--- config.mk ---
export PLATFORM = sky130hd
export DESIGN_NAME = cdc_hs_tx
export DESIGN_NICKNAME = d
export VERILOG_FILES = /design/src/rtl/cdc_hs_tx.sv
export SDC_FILE = /design/constraint.sdc
export NUM_CORES = 1
export LEC_CHECK = 0
export CAP_MARGIN = 20
export CORE_UTILIZATION = 41
export DETAILED_ROUTE_END_ITERATION = 16
export PLACE_DENSITY = 0.82
export SETUP_SLACK_MARGIN = 0.15
export SYNTH_ARGS = -nofsm -noshare
export SYNTH_HDL_FRONTEND = slang
export SYNTH_SLANG_ARGS = --single-unit
--- constraint.sdc ---
create_clock -name clk -period 1.4 [get_ports clk]
set_clock_uncertainty 0.05 [all_clocks]
set_input_delay 0.21 -clock clk [delete_from_list [all_inputs] [get_ports clk]]
set_output_delay 0.21 -clock clk [all_outputs]
set_load 0.02 [all_outputs]
--- src/rtl/cdc_hs_tx.sv ---
// cdc_hs_tx: transmit end of a 4-phase req/ack clock-domain crossing.
// Holds each accepted word on x_data and raises x_req until the synchronized ack returns.
module cdc_hs_tx #(
    parameter int unsigned WIDTH      = 8,
    parameter int unsigned SYNC_STAGE = 2,
    parameter int unsigned TIMEOUT    = 0,
    parameter int unsigned TO_W       = (TIMEOUT > 0) ? $clog2(TIMEOUT + 1) : 1
) (
    input  logic             clk,
    input  logic             rst,
    input  logic             s_valid,
    output logic             s_ready,
    input  logic [WIDTH-1:0] s_data,
    output logic [WIDTH-1:0] x_data,
    output logic             x_req,
    input  logic             x_ack,
    output logic             busy,
    output logic             done,
    output logic             timeout
);

    typedef enum logic [1:0] {StIdle, StSetup, StReq, StRelease} state_e;

    localparam bit              ToEn   = (TIMEOUT > 0);
    localparam logic [TO_W-1:0] ToLast = ToEn ? TO_W'(TIMEOUT - 1) : '0;
    localparam logic [TO_W-1:0] ToMax  = TO_W'(TIMEOUT);

    state_e                r_state, w_state_d;
    logic [SYNC_STAGE-1:0] r_ack_sync;
    logic [TO_W-1:0]       r_cnt, w_cnt_d;
    logic                  r_timed_out, w_timed_out_d;
    logic [WIDTH-1:0]      r_data, w_data_d;
    logic                  r_req, w_req_d;
    logic                  r_done, w_done_d;
    logic                  r_to, w_to_d;
    logic                  w_ack_s;
    logic                  w_accept;
    logic                  w_to_hit;

    assign w_ack_s  = r_ack_sync[SYNC_STAGE-1];
    assign w_accept = s_valid & s_ready;
    // r_cnt holds completed REQ cycles, so this is the TIMEOUT-th REQ cycle
    assign w_to_hit = ToEn && (r_cnt == ToLast);

    always_ff @(posedge clk) begin
        if (rst) begin
            r_state     <= StIdle;
            r_ack_sync  <= '0;
            r_cnt       <= '0;
            r_timed_out <= 1'b0;
            r_data      <= '0;
            r_req       <= 1'b0;
            r_done      <= 1'b0;
            r_to        <= 1'b0;
        end else begin
            r_state     <= w_state_d;
            r_ack_sync  <= {r_ack_sync[SYNC_STAGE-2:0], x_ack};
            r_cnt       <= w_cnt_d;
            r_timed_out <= w_timed_out_d;
            r_data      <= w_data_d;
            r_req       <= w_req_d;
            r_done      <= w_done_d;
            r_to        <= w_to_d;
        end
    end

    always_comb begin
        w_state_d = r_state;
        case (r_state)
            StIdle:    if (w_accept) w_state_d = StSetup;
            StSetup:   w_state_d = StReq;
            StReq:     if (w_ack_s || w_to_hit) w_state_d = StRelease;
            StRelease: if (!w_ack_s) w_state_d = StIdle;
            default:   w_state_d = StIdle;
        endcase
    end

    always_comb begin
        w_data_d      = r_data;
        w_req_d       = r_req;
        w_done_d      = 1'b0;
        w_to_d        = 1'b0;
        w_cnt_d       = '0;
        w_timed_out_d = r_timed_out;
        case (r_state)
            StIdle: begin
                if (w_accept) w_data_d = s_data;
            end
            StSetup: begin
                w_req_d       = 1'b1;
                w_timed_out_d = 1'b0;
            end
            StReq: begin
                w_cnt_d = (r_cnt != ToMax) ? r_cnt + 1'b1 : r_cnt;
                // An ack in the same cycle as the limit wins over the timeout
                if (w_ack_s) begin
                    w_req_d = 1'b0;
                end else if (w_to_hit) begin
                    w_req_d       = 1'b0;
                    w_to_d        = 1'b1;
                    w_timed_out_d = 1'b1;
                end
            end
            StRelease: begin
                if (!w_ack_s) w_done_d = !r_timed_out;
            end
            default: ;
        endcase
    end

    assign s_ready = !rst && (r_state == StIdle) && !w_ack_s;
    assign busy    = (r_state != StIdle);
    assign x_data  = r_data;
    assign x_req   = r_req;
    assign done    = r_done;
    assign timeout = r_to;

endmodule

# Word level (Yosys, flattened, before mapping)
# Cells that the tools add are included.
[totals]
reg_bits = 14
input_bits = 12
[op_classes]
eq_ne = 6
n_bitwise = 2
n_mux = 6
n_reduce_logical = 11
[op_table]
columns = ["operator", "n"]
rows = [
  ["2-bit one-hot mux with 4 select lines", 1],
  ["2-bit two-way mux", 3],
  ["2-bit inequality test, second input constant", 3],
  ["2-bit equality test, second input constant", 2],
  ["2-bit AND reduction", 2],
  ["2-bit nonzero test", 2],
  ["3-bit AND reduction", 1],
  ["3-bit OR reduction", 1],
  ["2-bit by 1-bit equality test with 1-bit output, second input constant", 1],
  ["1-bit logical AND", 2],
  ["1-bit logical NOT", 2],
  ["2-bit logical NOT", 1],
  ["1-bit one-hot mux with 2 select lines", 1],
  ["1-bit bitwise AND", 1],
  ["1-bit two-way mux", 1],
  ["1-bit inverter", 1],
]

# Logic depth before layout (Yosys ltp)
# Gate-level depths: netlist of the first run.
[depth]
word_depth = 6
mapped_depth = 6
mapped_depth_nobuf = 5

# Worst setup path after synthesis of the first run
# OpenSTA, ideal clock, no wires.
[synth_timing]
path_type = "flip-flop to output port"
startpoint = "register r_state[0]"
endpoint = "output s_ready"
setup_slack_ns = -0.088
arrival_time_ns = 1.228
path_buffers = 0
stages_incl_launch_ff = 5
t_required_ns = 1.140
path_cell_list = "dfxtp_1 > inv_1 > ha_1 > inv_1 > nor3_1"
[synth_between]
elab_chain_len = 3
[synth_rtl]
columns = ["item", "line_no", "text"]
rows = [
  ["start, declared", "28", "state_e r_state, w_state_d;"],
  ["start signal, assigned", "47", "r_state <= StIdle;"],
  ["start signal, assigned", "56", "r_state <= w_state_d;"],
  ["2-bit logical NOT", "111", "assign s_ready = !rst && (r_state == StIdle) && !w_ack_s;"],
  ["1-bit logical AND (2 in series)", "111", ""],
  ["end, declared", "12", "output logic s_ready,"],
]
# Every way passes these cells.

# Worst setup path in the final report of the first run
[layout_timing]
startpoint = "register r_state[1]"
endpoint = "output s_ready"
# Same word-level chain as after synthesis.

==> results of run 1 <==
-- synthesized netlist by cell type, drive strengths merged --
cell type  number  area share [%]
a211oi          2             2.4
a21oi           2             1.6
and4bb          1             2.5
buf             3             5.3
clkbuf          1            0.59
conb            1            0.59
dfxtp          14              44
ha              4             7.8
inv             3             1.8
mux2i           2             3.1
nand2           9             5.3
nand2b         10             9.8
nor2            1            0.59
nor2b           3             2.9
nor3            1            0.78
nor3b           1             1.2
nor4b           1             2.4
o21ai           8             7.5
-- layer usage --
layer / GRT usage (%) / routed length [um]
met1: 19.9 / 619
met2: 32.5 / 795
met3: 6.09 / 74
met4: 9.68 / 10
met5: 0 / 0
-- worst max path at each step --
stage | endpoint | slack [ps] | depth (start not counted)
2_1_floorplan | r_state[0] | 170 | 5
4_1_cts | s_ready | -2 | 5
6_report | s_ready | -9 | 5
3_5_place_dp | s_ready | -340 | 3
5_1_grt | s_ready | -60 | 5
3_3_place_gp | s_ready | -300 | 3
-- kinds of logic after synthesis --
family	after synthesis	synth area share, %
flops	14	43.9
compound gates	12	11.4
mux	2	3.14
buf+inv	7	7.65
other cells	1	0.588
fa+ha+maj	4	7.84
simple gates	27	25.5
-- critical path: stages (launching register included) --
cell and delay (ps):
dfxtp_2 330, inv_2 80, ha_4 150, inv_4 50
nor3_4 120, buf_6 140
-- flip-flops by register name (all words and copies together), names as in the netlist --
| name | count |
|---|---|
| x_data | 8 |
| r_ack_sync | 2 |
| x_req | 1 |
| r_state | 2 |
| done | 1 |
-- power breakdown --
group | switching [mW] | total, mW | internal (mW)
clock network | 0.120 | 0.220 | 0.0996
registers | 0.0450 | 0.531 | 0.486
logic | 0.466 | 0.975 | 0.509
-- final cells by class --
class,instances,share of cell area (%)
multi-input combinational,47,38.8
timing repair buffer,35,29.8
sequential,14,26.3
clock buffer,3,2.09
tap,15,1.74
inverter,3,1.28
-- timing repair --
action / 4_1_cts / 5_1_grt
pin swaps: 13 / 3
cloned: 1 / 0
setup endpoints to repair: 22 / 15
resized for setup: 37 / 11
buffers inserted: 2 / 2
-- per-stage QoR --
step	hold slack, ps	setup WS (ps)	setup TNS [ps]
finish	390	-9.26	-9.26
global route	402	-57.1	-69.0
CTS	395	-1.61	-1.61
detailed placement	376	-341	-2740
global placement	369	-302	-2500
floorplan	273	167	0
-- cells in the final DEF, fill, tap and decap left out, types with 4 or more instances in the layout --
master           instances
clkdlybuf4s50_1         11
dlygate4sd2_1            8
buf_6                    4
o21ai_2                  4
nand2b_1                10
dfxtp_1                 12
o21ai_1                  4
buf_4                   10
nand2_2                  6
==> flow_summary_export.csv, run 1 <==
group,metric,value,unit
yosys,avgSynthCellArea,9.52,um^2
final_layout,final_design_area_no_fill,1080,um^2
routing,via_count,585,
setup_path,cp_max_fo,3,
power,max-vdd-ir-drop,1.04,mV
floorplanning,die_w,41.5,um
floorplanning,die_area,1720,um^2
run_status,violations,"setup timing",
routing,drtPass1Iterations,4,
yosys,ys_seq_area_share,43.9,%
final_layout,syn_to_final_growth,68.6,%
global_route,track_usage,18.7,%
run_status,status,"complete, but fails checks",
routing,drt_iter0_markers,8,
placed_design,port_buffers,23,
setup_path,crit_required,1140,ps
setup_path,r2r-start,"r_state[1]",
setup_path,rr_endpoint,"x_data[2]",
timing,fmax,0.710,GHz
routing,viasPerCell,5.00,
final_layout,utilization,78.8,%
yosys,ys_seq_elements,14,
placed_design,dp_cells,109,
routing,routed_wl,1500,um
yosys,ys_warn_count,0,
power,power.density,1600,nW/um^2
routing,wl_per_cell,12.8,um
cts,ctsLongestPathBuffers,2,
setup_path,worstSetupStartpointType,"flop",
cts,cts_sinks,14,
floorplanning,ioPinCount,25,
global_route,grt_pass1_wl,2410,um
final_layout,final_nets,120,
timing,drv_slew,0,
hold_path,min_to,"r_ack_sync[1]",
yosys,syn_inst,67,
timing,fin_ws,-9.26,ps
placed_design,routabilityCongestion,0.797,
setup_path,reg2reg_depth,7,
cts,clk_latency,270,ps
timing,timing.final.crit_period,1410,ps
global_route,grt-ovfl-total,0,
global_route,grt_pass1_vias,568,
cts,cts_root_buf,"clkbuf_4",
timing,finalCritPeriodShare,101,%
setup_path,reg2reg_slack,40,ps
flow_run,max-cap-violations,0,
floorplanning,initial_core_util,46.7,%
power,p_leak,0.456,nW
setup_path,critical_path_class,"flop to primary output",
setup_path,arrival,1150,ps
final_layout,seq_area,283,um^2
final_layout,fill_cells,99,
final_layout,instances_no_fill,117,
final_layout,layout-drive-gt1-share,41.2,%
floorplanning,placementRows,13,
timing,finalSetupViolCount,1,
cts,clkTransAtPathRegs,80,ps
cts,cts_hold_repair.buffers,0,
floorplanning,core_area,1370,um^2
routing,drc,0,
placed_design,place_area,926,um^2
yosys,synth_area,638,um^2
floorplanning,dieHeight,41.5,um
setup_path,crit_path_end_kind,"primary output",
final_layout,multi_input_area,418,um^2
setup_path,crit_path_start,"r_state[1]",
hold_path,hold_depth,1,
yosys,synth.distinct_cells,21,
routing,antenna_left,0,
yosys,syn-num-nets,83,
cts,cts_made_buffers,3,
global_route,grt_start_max_net_pins,19,
cts,cts_tree,"yes",
timing,hold_violations,0,
hold_path,hold_start,"r_ack_sync[0]",
timing,rsz0062_at_grt,"yes",
final_layout,n_antenna_cell,0,
power,power,1.73,mW
placed_design,hpwl,865,um
cts,cts_max_level,1,
global_route,antenna_found_initial,0,
hold_path,hold_class,"flop to flop",
Power figures use the tool's default switching activity.
==> inputs of run 2 (changes only) <==
--- a/config.mk
+++ b/config.mk
@@ -5,11 +5,16 @@
 export SDC_FILE = /design/constraint.sdc
 export NUM_CORES = 1
 export LEC_CHECK = 0
+export ABC_CLOCK_PERIOD_IN_PS = 1400
 export CAP_MARGIN = 20
-export CORE_UTILIZATION = 41
+export CELL_PAD_IN_SITES_DETAIL_PLACEMENT = 0
+export CELL_PAD_IN_SITES_GLOBAL_PLACEMENT = 1
+export CORE_ASPECT_RATIO = 0.75
+export CORE_UTILIZATION = 30
 export DETAILED_ROUTE_END_ITERATION = 16
 export PLACE_DENSITY = 0.82
 export SETUP_SLACK_MARGIN = 0.15
+export SLEW_MARGIN = 20
 export SYNTH_ARGS = -nofsm -noshare
 export SYNTH_HDL_FRONTEND = slang
 export SYNTH_SLANG_ARGS = --single-unit
==> flow_summary_export.csv, run 2 (synthesized netlist as in run 1, its figures left out) <==
group,metric,value,unit
run_status,status,"complete, but fails checks",
run_status,violations,"setup timing",
placed_design,place_area,937,um^2
routing,routed_wl,1460,um
setup_path,crit_path_end_kind,"primary output",
power,p_switching,626,uW
cts,clkTransAtPathRegs,80,ps
global_route,grt_pass1_vias,544,
power,power_frac_seq,29.4,%
global_route,grt_start_max_net_pins,19,
final_layout,final_common_cell,"dfxtp_1",
global_route,antenna_found_initial,0,
setup_path,worstSetupStartpointType,"flop",
power,p_leak,0.446,nW
timing,tns,-0.499,ps
routing,wl_per_cell,11.5,um
routing,drc,0,
global_route,grt-ovfl-total,0,
placed_design,dp_cells,118,
timing,finalCritPeriodShare,100,%
floorplanning,die_area,2320,um^2
global_route,track_usage,14.9,%
final_layout,fill_cells,192,
power,clkPwrFrac,16.2,%
setup_path,arrival,1140,ps
routing,viasPerCell,4.45,
timing,drv_slew,0,
routing,drt_iter0_markers,13,
power,p_int,1.18,mW
floorplanning,dieHeight,41.9,um
power,max-vdd-ir-drop,0.834,mV
power,power,1.80,mW
floorplanning,die_w,55.3,um
timing,fmax,0.714,GHz
timing,hold_violations,0,
power,power.density,1660,nW/um^2
setup_path,cp_max_fo,2,
hold_path,hold_class,"flop to flop",
timing,finalSetupViolCount,1,
final_layout,instances_no_fill,127,
cts,cts_tree,"yes",
cts,cts_root_buf,"clkbuf_4",
cts,cts_made_buffers,3,
final_layout,n_antenna_cell,0,
cts,clk_latency,270,ps
timing,rsz0062_at_grt,"yes",
final_layout,final_design_area_no_fill,1080,um^2
placed_design,port_buffers,23,
timing,timing.final.crit_period,1400,ps
power,swShare,34.7,%
routing,drtPass1Iterations,4,
final_layout,final_cell_mix,"dfxtp_1 (12), nand2b_1 (10), clkdlybuf4s50_1 (10)",
setup_path,critical_path_class,"flop to primary output",
cts,cts_sinks,14,
routing,via_count,565,
final_layout,final_nets,120,
cts,ctsLongestPathBuffers,2,
cts,cts_max_level,1,
placed_design,hpwl,959,um
floorplanning,ioPinCount,25,
timing,fin_ws,-0.499,ps
final_layout,largest_register_ffs,8,
floorplanning,initial_core_util,32.0,%
final_layout,layout-drive-gt1-share,41.7,%
floorplanning,placementRows,14,
routing,antenna_left,0,
global_route,grt_pass1_wl,2570,um
final_layout,syn_to_final_growth,70.0,%
power,combinationalPowerShare,54.4,%
setup_path,crit_required,1140,ps
placed_design,routabilityCongestion,0.726,
placed_design,place_ws,-386,ps
floorplanning,core_area,2000,um^2
flow_run,max-cap-violations,0,
-- run 2: power groups by stage --
stage	Clock, mW	Combinational, mW	Sequential (mW)
2_1_floorplan	0	0.325	0.606
3_3_place_gp	0	0.734	0.527
3_5_place_dp	0	0.741	0.530
4_1_cts	0.303	0.921	0.527
5_1_grt	0.331	1.06	0.540
6_report	0.293	0.979	0.529
-- run 2: critical path: stages, from the launching register on --
cell	delay, ps
dfxtp_2	330
inv_2	80
ha_4	160
inv_4	40
nor3_4	120
buf_6	140
-- run 2: per-layer routing --
| metal | global-route usage, % | vias to the layer above | part of all wire, % |
|---|---|---|---|
| met5 | 0 | - | 0 |
| met2 | 24.3 | 23 | 46 |
| met4 | 6.00 | 0 | 1.0 |
| met3 | 7.79 | 2 | 8.6 |
| met1 | 16.5 | 244 | 44 |
| li1 | - | 296 | - |
-- run 2: area by class of cell --
type	instances	area [um^2]	area share (%)
well taps	24	30.0	2.77
flip-flops and latches	14	283	26.1
clock buffers	4	36.3	3.34
multi-input cells	47	399	36.8
inverters	3	13.8	1.27
repair buffers	35	323	29.8
-- run 2: path summary, 6_finish.rpt --
path	slack, ps	to	from	cells after the start
worst min register to register	390	r_ack_sync[1]	r_ack_sync[0]	1
worst min-delay path	390	r_ack_sync[1]	r_ack_sync[0]	1
worst max register to register	10	x_data[4]	r_state[0]	8
worst max-delay path	-0.5	s_ready	r_state[0]	5
-- run 2: per-stage QoR --
| step | hold slack, ps | util, % |
|---|---|---|
| 6_report | 394 | 54.3 |
| 5_1_grt | 410 | 54.3 |
| 4_1_cts | 400 | 53.3 |
| 3_5_place_dp | 380 | 46.9 |
| 3_3_place_gp | 370 | 46.9 |
| 2_1_floorplan | 273 | - |
-- run 2: timing repair --
action,4_1_cts,5_1_grt
gates cloned,1,0
setup buffers,3,1
hold buffers,0,0
resized for setup,40,17
pin swaps,16,5
endpoints found under the setup margin,22,20
endpoints found under the hold margin,0,0
==> RTL change (config.mk and constraints of run 1) <==
The 4 states of `state_e` get a Gray code encoding in 2 bits.
--- a/src/rtl/cdc_hs_tx.sv
+++ b/src/rtl/cdc_hs_tx.sv
@@ -20,5 +20,5 @@
 );
 
-    typedef enum logic [1:0] {StIdle, StSetup, StReq, StRelease} state_e;
+    typedef enum logic [1:0] {StIdle = 2'b00, StSetup = 2'b01, StReq = 2'b11, StRelease = 2'b10} state_e;
 
     localparam bit              ToEn   = (TIMEOUT > 0);
Function: same outputs for any inputs over 10 cycles, from zero or initial values and one cycle with rst high; not proved beyond that.
==> RTL change against run 1 <==
- worst hold slack better by 0.022 ns
- sequential cell count did not move
- synthesized area is 6.3% lower
- worst setup slack gained 0.065 ns
- utilization is 10 points lower
- routed wire length decreased by 17%
- design area is 15% lower
Power is not compared: it rests on default switching activity, and its combinational part moved more than twofold at a synthesized area within 25%.
==> RTL change: results (changes against run 1) <==
Cells and area
  – Number of inserted diodes: 0 (unchanged)
  – Layout cells sized above 1: 30.4% (-11 points)
  – Final Net Count: 105 (-13%)
  – Max FFs per register: 8 (unchanged)
  – Fillers: 115 (+16%)

Clocking
  – CTS root buf: clkbuf_4
  – TritonCTS Buffers: 3 (unchanged)
  – CTS Buffer Depth: 2 (unchanged)
  – H-tree levels: 1 (unchanged)
  – Reg clk slew, reported paths: 0.08 ns (about the same)
  – Skew-Pair Late Insertion Delay: 0.27 ns (about the same)

Power
  – Logic power comb: between 200 and 250 µW
  – Total sequential power: between 400 and 500 µW
  – Leak: 0.000395 µW
  – Net Sw Frac: 27.1%
  – Max VDD drop: between 0.0006 and 0.0007 V

Critical path
  – Slowest CP cell: dfxtp_2
  – Slowest stage delay, CP: 0.35 ns (+0.02 ns)
  – Reg2Reg Depth: 5 (-2)
  – CP Launch Point: r_state[0]
  – Setup crit end: s_ready
  – Worst r2r dst: x_data[1]
  – R2r setup slk: 0.13 ns (+0.09 ns)
  – Crit Path Max Fanout: 3 (unchanged)
  – Data arrival, critical path: 1.08 ns (-0.07 ns)
  – Family with the most delay on the worst path: flip-flops

Synthesis
  – Top FF cell, synth: dfxtp_1
  – Ys async rst share: 0% (unchanged)
  – Netlist cell types: 19 (-9.5%)
  – Post-synthesis sequential area ratio: 46.9% (+2.9 points)
  – Yosys warns: 0 (unchanged)
  – Post-Synthesis Net Count: 72 (-13%)
  – Top post-synthesis cells by count: dfxtp_1, nand2b_1, o21ai_2, nand3_1, nor2b_1
  – Main area contributors after synthesis: dfxtp_1, o21ai_2, nand2b_1

STA
  – Final Critical Period: 1.34 ns (-0.0652 ns)

Place
  – Post-DP HPWL: 913 µm (+5.5%)
  – GP Congestion: 0.693 (-13%)
  – IO buf count: 23 (unchanged)
  – Pre-CTS setup slack: -0.457 ns (-0.116 ns)

Detailed routing
  – DRT Pass-1 Iters: 4 (unchanged)
  – DRC errors left: 0 (unchanged)
  – First DRT Iteration DRCs: 18 (+10)
  – Vias after detailed routing: 528 (-9.7%)
  – Avg WL per Cell: 11.6 µm (-9.6%)

Global routing
  – Gr usage total: 16.4% (-2.3 points)
  – Vias in the first global route: 412 (-27%)
  – Initial antenna violation count: 0 (unchanged)
  – First-pass GRT wire length: 1.73 mm (-28%)
  – Largest net degree at the start of global routing: 17 (-2)

Status
  – Status: completed

Min path
  – Hold crit path type: reg -> reg
[RTL change: layer usage]
| metal | wire length (µm) | track usage, % |
|---|---|---|
| met1 | 572 | 22.1 |
| met2 | 618 | 25.0 |
| met3 | 49 | 3.33 |
| met4 | 0 | 7.50 |
| met5 | 0 | 0 |
[RTL change: kinds of logic after synthesis]
| logic type | Yosys count | synth area share, % |
|---|---|---|
| AO/OA/AOI/OAI | 12 | 15.5 |
| buffers and inverters | 5 | 6.28 |
| flip-flops | 14 | 46.9 |
| other | 1 | 0.627 |
| AND/OR/NAND/NOR | 28 | 30.8 |
[RTL change: worst min-delay path by stage]
stage                        from            end  slack (ns)  cells past startpoint
floorplan                   x_ack  r_ack_sync[0]        0.29                      1
global placement    r_ack_sync[0]  r_ack_sync[1]        0.37                      1
detailed placement  r_ack_sync[0]  r_ack_sync[1]        0.40                      1
CTS                 r_ack_sync[0]  r_ack_sync[1]        0.41                      1
global route        r_ack_sync[0]  r_ack_sync[1]        0.43                      1
finish              r_ack_sync[0]  r_ack_sync[1]        0.41                      1
[RTL change: timing repair]
item	CTS	global route
cloned	0	0
endpoints found under the setup margin	20	13
endpoints found under the hold margin	0	0
setup buffers	1	0
pin swaps	2	1
resized for setup	25	5
[RTL change: layout make-up]
class                      count  area [µm²]  area share (%)
sequential                    14         285            31.1
tap                           15        18.8            2.05
clock buffer                   4        26.3            2.86
timing repair buffer          33         302            32.9
multi-input combinational     41         285            31.1
[RTL change: per-stage QoR]
step                instances  hold WS, ns  area (µm²)  total power, µW  utilization (%)
finish                    107        0.413         917              901             68.8
global route              107        0.428         917              957             68.8
detailed placement        102        0.400         881              676             66.0
floorplan                  60        0.288         602              569                -
CTS                       107        0.413         907              908             68.0
global placement          102        0.375         881              673             66.0
